<file path="config.mk">
export PLATFORM = sky130hd
export DESIGN_NAME = ct_mmu_sysmap_lookup
export DESIGN_NICKNAME = d
export VERILOG_FILES = /design/src/rtl/ct_mmu_sysmap_lookup.sv
export SDC_FILE = /design/constraint.sdc
export NUM_CORES = 1
export LEC_CHECK = 0
export CORE_MARGIN = 1.5
export CORE_UTILIZATION = 37
export DETAILED_ROUTE_END_ITERATION = 8
export PLACE_DENSITY = 0.77
export SETUP_SLACK_MARGIN = 0.05
export SLEW_MARGIN = 10
export SYNTH_ARGS = -nofsm -noshare
export SYNTH_HDL_FRONTEND = slang
export SYNTH_SLANG_ARGS = --single-unit
</file>
<file path="constraint.sdc">
create_clock -name forever_cpuclk -period 2.7 [get_ports forever_cpuclk]
set_input_delay 0.54 -clock forever_cpuclk [delete_from_list [all_inputs] [get_ports forever_cpuclk]]
set_output_delay 0.54 -clock forever_cpuclk [all_outputs]
set_load 0.05 [all_outputs]
</file>
<file path="src/rtl/ct_mmu_sysmap_lookup.sv">
// Sysmap lookup front end: round-robin arbitration of PTW/CP0 page lookups, registered PA to the
// comparator, captured flag/hit response. Grant at T, resp_vld at T+2; the response is held while resp_rdy is low.
module ct_mmu_sysmap_lookup #(
    parameter int                   ADDR_WIDTH = 28,
    parameter int                   FLG_WIDTH  = 5,
    parameter int                   HIT_WIDTH  = 8,
    parameter logic [FLG_WIDTH-1:0] DEF_FLG    = 5'b10011
) (
    input  logic                  forever_cpuclk,
    input  logic                  cpurst,
    input  logic                  ptw_sysmap_req,
    input  logic [ADDR_WIDTH-1:0] ptw_sysmap_pa,
    input  logic                  ptw_sysmap_flush,
    output logic                  sysmap_ptw_gnt,
    input  logic                  cp0_sysmap_req,
    input  logic [ADDR_WIDTH-1:0] cp0_sysmap_pa,
    output logic                  sysmap_cp0_gnt,
    output logic [ADDR_WIDTH-1:0] mmu_sysmap_pa_y,
    input  logic [FLG_WIDTH-1:0]  sysmap_mmu_flg_y,
    input  logic [HIT_WIDTH-1:0]  sysmap_mmu_hit_y,
    output logic                  sysmap_resp_vld,
    input  logic                  sysmap_resp_rdy,
    output logic                  sysmap_resp_src,
    output logic [FLG_WIDTH-1:0]  sysmap_resp_flg,
    output logic [HIT_WIDTH-1:0]  sysmap_resp_hit,
    output logic                  sysmap_resp_miss,
    output logic                  sysmap_resp_multi
);

    localparam logic [1:0] ST_IDLE = 2'd0;
    localparam logic [1:0] ST_LOOK = 2'd1;
    localparam logic [1:0] ST_RESP = 2'd2;

    logic [1:0]            state_q, state_d;
    logic                  rr_q, rr_d;
    logic                  src_q, src_d;
    logic [ADDR_WIDTH-1:0] pa_q, pa_d;
    logic [FLG_WIDTH-1:0]  flg_q, flg_d;
    logic [HIT_WIDTH-1:0]  hit_q, hit_d;
    logic                  miss_q, miss_d;
    logic                  multi_q, multi_d;

    logic ptw_gnt, cp0_gnt, ptw_eligible, src_flush, hit_none, hit_multi;

    // Flush only removes a PTW request from arbitration; CP0 can still win that cycle.
    always_comb begin
        ptw_eligible = ptw_sysmap_req & ~ptw_sysmap_flush;
        ptw_gnt      = 1'b0;
        cp0_gnt      = 1'b0;
        if (state_q == ST_IDLE && !cpurst) begin
            if (!rr_q) begin
                ptw_gnt = ptw_eligible;
                cp0_gnt = ~ptw_eligible & cp0_sysmap_req;
            end else begin
                cp0_gnt = cp0_sysmap_req;
                ptw_gnt = ~cp0_sysmap_req & ptw_eligible;
            end
        end
    end

    // Clearing the lowest set bit leaves something only when two or more regions hit.
    assign hit_none  = ~|sysmap_mmu_hit_y;
    assign hit_multi = |(sysmap_mmu_hit_y & (sysmap_mmu_hit_y - {{(HIT_WIDTH-1){1'b0}}, 1'b1}));
    assign src_flush = ~src_q & ptw_sysmap_flush;

    always_comb begin
        state_d = state_q;
        rr_d    = rr_q;
        src_d   = src_q;
        pa_d    = pa_q;
        flg_d   = flg_q;
        hit_d   = hit_q;
        miss_d  = miss_q;
        multi_d = multi_q;
        case (state_q)
            ST_IDLE: begin
                if (ptw_gnt) begin
                    pa_d    = ptw_sysmap_pa;
                    src_d   = 1'b0;
                    rr_d    = 1'b1;
                    state_d = ST_LOOK;
                end else if (cp0_gnt) begin
                    pa_d    = cp0_sysmap_pa;
                    src_d   = 1'b1;
                    rr_d    = 1'b0;
                    state_d = ST_LOOK;
                end
            end
            ST_LOOK: begin
                if (src_flush) begin
                    state_d = ST_IDLE;
                end else begin
                    hit_d   = sysmap_mmu_hit_y;
                    miss_d  = hit_none;
                    multi_d = hit_multi;
                    flg_d   = (hit_none || hit_multi) ? DEF_FLG : sysmap_mmu_flg_y;
                    state_d = ST_RESP;
                end
            end
            ST_RESP: begin
                if (src_flush || sysmap_resp_rdy) begin
                    state_d = ST_IDLE;
                end
            end
            default: state_d = ST_IDLE;
        endcase
    end

    always_ff @(posedge forever_cpuclk) begin
        if (cpurst) begin
            state_q <= ST_IDLE;
            rr_q    <= 1'b0;
            src_q   <= 1'b0;
            pa_q    <= '0;
            flg_q   <= '0;
            hit_q   <= '0;
            miss_q  <= 1'b0;
            multi_q <= 1'b0;
        end else begin
            state_q <= state_d;
            rr_q    <= rr_d;
            src_q   <= src_d;
            pa_q    <= pa_d;
            flg_q   <= flg_d;
            hit_q   <= hit_d;
            miss_q  <= miss_d;
            multi_q <= multi_d;
        end
    end

    assign sysmap_ptw_gnt    = ptw_gnt;
    assign sysmap_cp0_gnt    = cp0_gnt;
    assign mmu_sysmap_pa_y   = pa_q;
    assign sysmap_resp_vld   = (state_q == ST_RESP);
    assign sysmap_resp_src   = src_q;
    assign sysmap_resp_flg   = flg_q;
    assign sysmap_resp_hit   = hit_q;
    assign sysmap_resp_miss  = miss_q;
    assign sysmap_resp_multi = multi_q;

endmodule

</file>
==> results.txt <==
----------------------------------------------------
[Outcome]
  Result of the run ... finished, final reports clean

[Timing]
  Max-slew headroom ... 63.9%
  Worst-case clock skew ... 0.00712 ns
  Post-route setup TNS ... 0 ns
  Worst Hold Margin ... 0.456 ns
  Pin slew with the least headroom to its limit ... 0.539 ns
  Crit path time final ... 2.30 ns
  Final setup fails ... 0
  Final hold viol count ... 0
  Final worst-path cycle share ... 85.3%
  Max frequency ... 0.434 GHz
  Number of max-slew violations in the final report ... 0
  Fin worst setup slack ... 0.397 ns
  Unrepaired setup endpoints after global routing ... false

[Die]
  Placeable Area ... 5170 µm²
  Rows ... 26
  Chip Height ... 76.8 µm
  Die X ... 76.8 µm
  Starting Density ... 38.9%
  Floorplan die area ... 5900 µm²
  Number of top-level pins ... 122

[Route]
  Via count ... 1,998
  Routed wire length ... 5.39 mm
  Number of vias per cell after detailed routing ... 4.81
  Detail-routed net length per standard cell ... 13.0 µm
  Antenna violation net count after detailed routing ... 0
  DRT Pass-1 Iters ... 5
  DRC Markers ... 0
  DR iter-0 viols ... 75

[Critical path]
  Crit path buf inv count ... 1
  Slowest Stage Delay on Critical Path ... 0.61 ns
  Crit. End Element ... flop
  Worst EP required ... 2.90 ns
  Crit path max-delay cell type ... sky130_fd_sc_hd__or4_1
  Crit start category ... input pin
  Maximum fanout along the worst path ... 6
  Total number of cells along the worst setup path ... 5
  Series of cell instances along the critical path ... clkdlybuf4s50_1 > or4_1 > o31ai_1 > nand2_1 > a31o_2
  Setup Crit Path Kind ... input pin to flop
  CP delay by family, top ... simple AND/OR/NAND/NOR gates
  Arrival time of data at the critical path endpoint ... 2.50 ns
  Number of cells on the worst reg-to-reg path ... 5

[Global route]
  Pin count of the biggest net entering global routing ... 49
  Initial antenna violation count ... 0
  Global-route total usage across every layer ... 17.9%
  First-pass GRT wire length ... 8.62 mm
  Overflow after GRT ... 0
  Number of global-route vias before repair ... 1,868

[Flow run]
  Reported max-cap violation count ... 0

[Synth]
  Yosys warns ... 0
  Number of instances in the synthesized netlist ... 227
  Share of the synthesized area in the top cell type ... 46.7%
  Synthesized flop and latch total ... 47
  Async SR Flop Fraction ... 0%
  Unique cell type count in the Yosys netlist ... 33
  Area of the mapped netlist ... 2010 µm²
  Dominant synthesized flop cell ... sky130_fd_sc_hd__dfxtp_1
  Cell type contributing the most total cell area after synthesis ... sky130_fd_sc_hd__dfxtp_1
  EDFF count, synth ... 0
  Proportion of synthesized chip area in sequential cells ... 46.7%
  Mean Syn Cell Area ... 8.87 µm²
  Post-Syn Nets ... 302
  Main area contributors after synthesis ... sky130_fd_sc_hd__dfxtp_1 47%, sky130_fd_sc_hd__mux2i_1 7.0%, sky130_fd_sc_hd__a211oi_1 6.7%

[Hold path]
  Hold Path Depth ... 2
  Classification of the worst-slack hold path ... flop to flop

[Placement]
  Total half-perimeter wirelength after legalization and detailed placement ... 4.09 mm
  Post-placement worst setup slack ... 0.105 ns
  Global placer's final weighted congestion ... 0.753
  Port Buffers ... 121

[Clock network]
  Clock-pin slew reported for the worst setup and hold paths after clock tree synthesis ... 0.08 ns
  Max clock buf depth ... 2
  Num Clock Sinks ... 47
  Count of H-tree levels built during CTS ... 2
  Number of hold buffers added after CTS ... 0
  Number of buffers inserted by post-CTS setup repair ... 0
  CTS resizes ... 0
  Source-to-sink clock delay at the later pin of the worst-skew pair ... 0.29 ns
  Buffer cell driving the clock tree root ... sky130_fd_sc_hd__clkbuf_8
  TritonCTS clock tree ... built
  Cts bufs inserted ... 5

[Final layout]
  Layout cell share with drive strength beyond 1 ... 7.54%
  Post-synthesis to final-layout area growth ... 70.9%
  Net count of the finished layout ... 419
  Total inserted antenna cells ... 0

[Pwr]
  Post-layout total power ... 1.82 mW
  Worst voltage drop across the vdd grid ... 0.000263 V
  Leakage component of the power ... 1.20 nW
  Power density relative to cell area ... 529 nW/µm²

----------------------------------------------------
[layout by cell type (no fill, tap or decap), drive strengths merged, types with 2 or more instances in the layout]
cell type,instances
a211oi,19
clkbuf,6
nor3b,5
buf,10
clkdlybuf4s50,118
inv,2
nor2b,2
o21bai,6
nor2,17
a21oi,27
a31o,2
dfxtp,47
o21ai,2
nand2b,5
a22oi,14
or4,2
nand2,32
mux2i,14
or3,3
nor4b,2
[cell families after synthesis]
group | count (synthesis) | share of synthesized area, %
adder cells (fa/ha/maj) | 1 | 0.497
AO/OA/AOI/OAI | 75 | 25.2
AND/OR/NAND/NOR | 70 | 16.6
buffers and inverters | 20 | 4.10
multiplexers | 14 | 6.96
flip-flops | 47 | 46.7
[worst paths after layout]
kind | start | end | slack [ns]
min | sysmap_resp_hit[1] | sysmap_resp_hit[1] | 0.46
max | sysmap_mmu_hit_y[3] | sysmap_resp_flg[3] | 0.40
min reg2reg | sysmap_resp_hit[1] | sysmap_resp_hit[1] | 0.46
max reg2reg | state_q[0] | mmu_sysmap_pa_y[4] | 0.79
[power by group]
group          switching, mW  total, mW  leakage, nW  internal (mW)
Sequential            0.0240      0.764        0.385          0.741
Combinational          0.296      0.531        0.758          0.235
Clock                  0.225      0.525       0.0612          0.300
[worst register-to-register path, cell delays in order (launching register included)]
cell,delay [ns]
sky130_fd_sc_hd__dfxtp_1,0.33
sky130_fd_sc_hd__or3_1,0.46
sky130_fd_sc_hd__a211oi_4,0.35
sky130_fd_sc_hd__buf_4,0.31
sky130_fd_sc_hd__mux2i_1,0.23
sky130_fd_sc_hd__a211oi_1,0.09
[registers in the layout (all words and copies together) (netlist names)]
signal             cells
sysmap_resp_hit        8
sysmap_resp_miss       1
mmu_sysmap_pa_y       28
sysmap_resp_flg        5
sysmap_resp_src        1
sysmap_resp_multi      1
rr_q                   1
state_q                2
[stage by stage]
stage               std cells  util (%)  instance area, µm²
CTS                       415      66.6                3440
global placement          407      64.3                3330
global route              415      66.6                3440
floorplan                 227         -                2010
finish                    415      66.6                3440
detailed placement        407      64.3                3330
[cells in the mapped netlist (2+ instances only)]
cell type	count
sky130_fd_sc_hd__dfxtp_1	47
sky130_fd_sc_hd__nand2_1	32
sky130_fd_sc_hd__a21oi_1	26
sky130_fd_sc_hd__a211oi_1	18
sky130_fd_sc_hd__nor2_1	17
sky130_fd_sc_hd__a22oi_1	14
sky130_fd_sc_hd__mux2i_1	14
sky130_fd_sc_hd__clkbuf_1	13
sky130_fd_sc_hd__o21bai_1	6
sky130_fd_sc_hd__nand2b_1	5
sky130_fd_sc_hd__nor3b_1	5
sky130_fd_sc_hd__a31o_2	2
sky130_fd_sc_hd__buf_2	2
sky130_fd_sc_hd__inv_1	2
sky130_fd_sc_hd__nor2b_1	2
sky130_fd_sc_hd__nor4b_1	2
sky130_fd_sc_hd__o21ai_0	2
sky130_fd_sc_hd__or3_1	2
sky130_fd_sc_hd__or4_1	2
[routing by layer]
layer | wire length [µm] | vias to the layer above | track usage, %
li1 | - | 1046 | -
met1 | 2390 | 858 | 21.6
met2 | 2420 | 86 | 29.2
met3 | 476 | 8 | 6.31
met4 | 105 | 0 | 6.30
met5 | 0 | - | 0
[final cells by class]
type	count	area, µm²
flip-flops and latches	47	941
clock inverters	2	35.0
multi-input cells	160	998
repair buffers	128	1290
inverters	2	7.51
clock buffers	6	82.6
fillers	438	1730
well taps	70	87.6
Note: power is estimated with default switching activity, not from simulation.
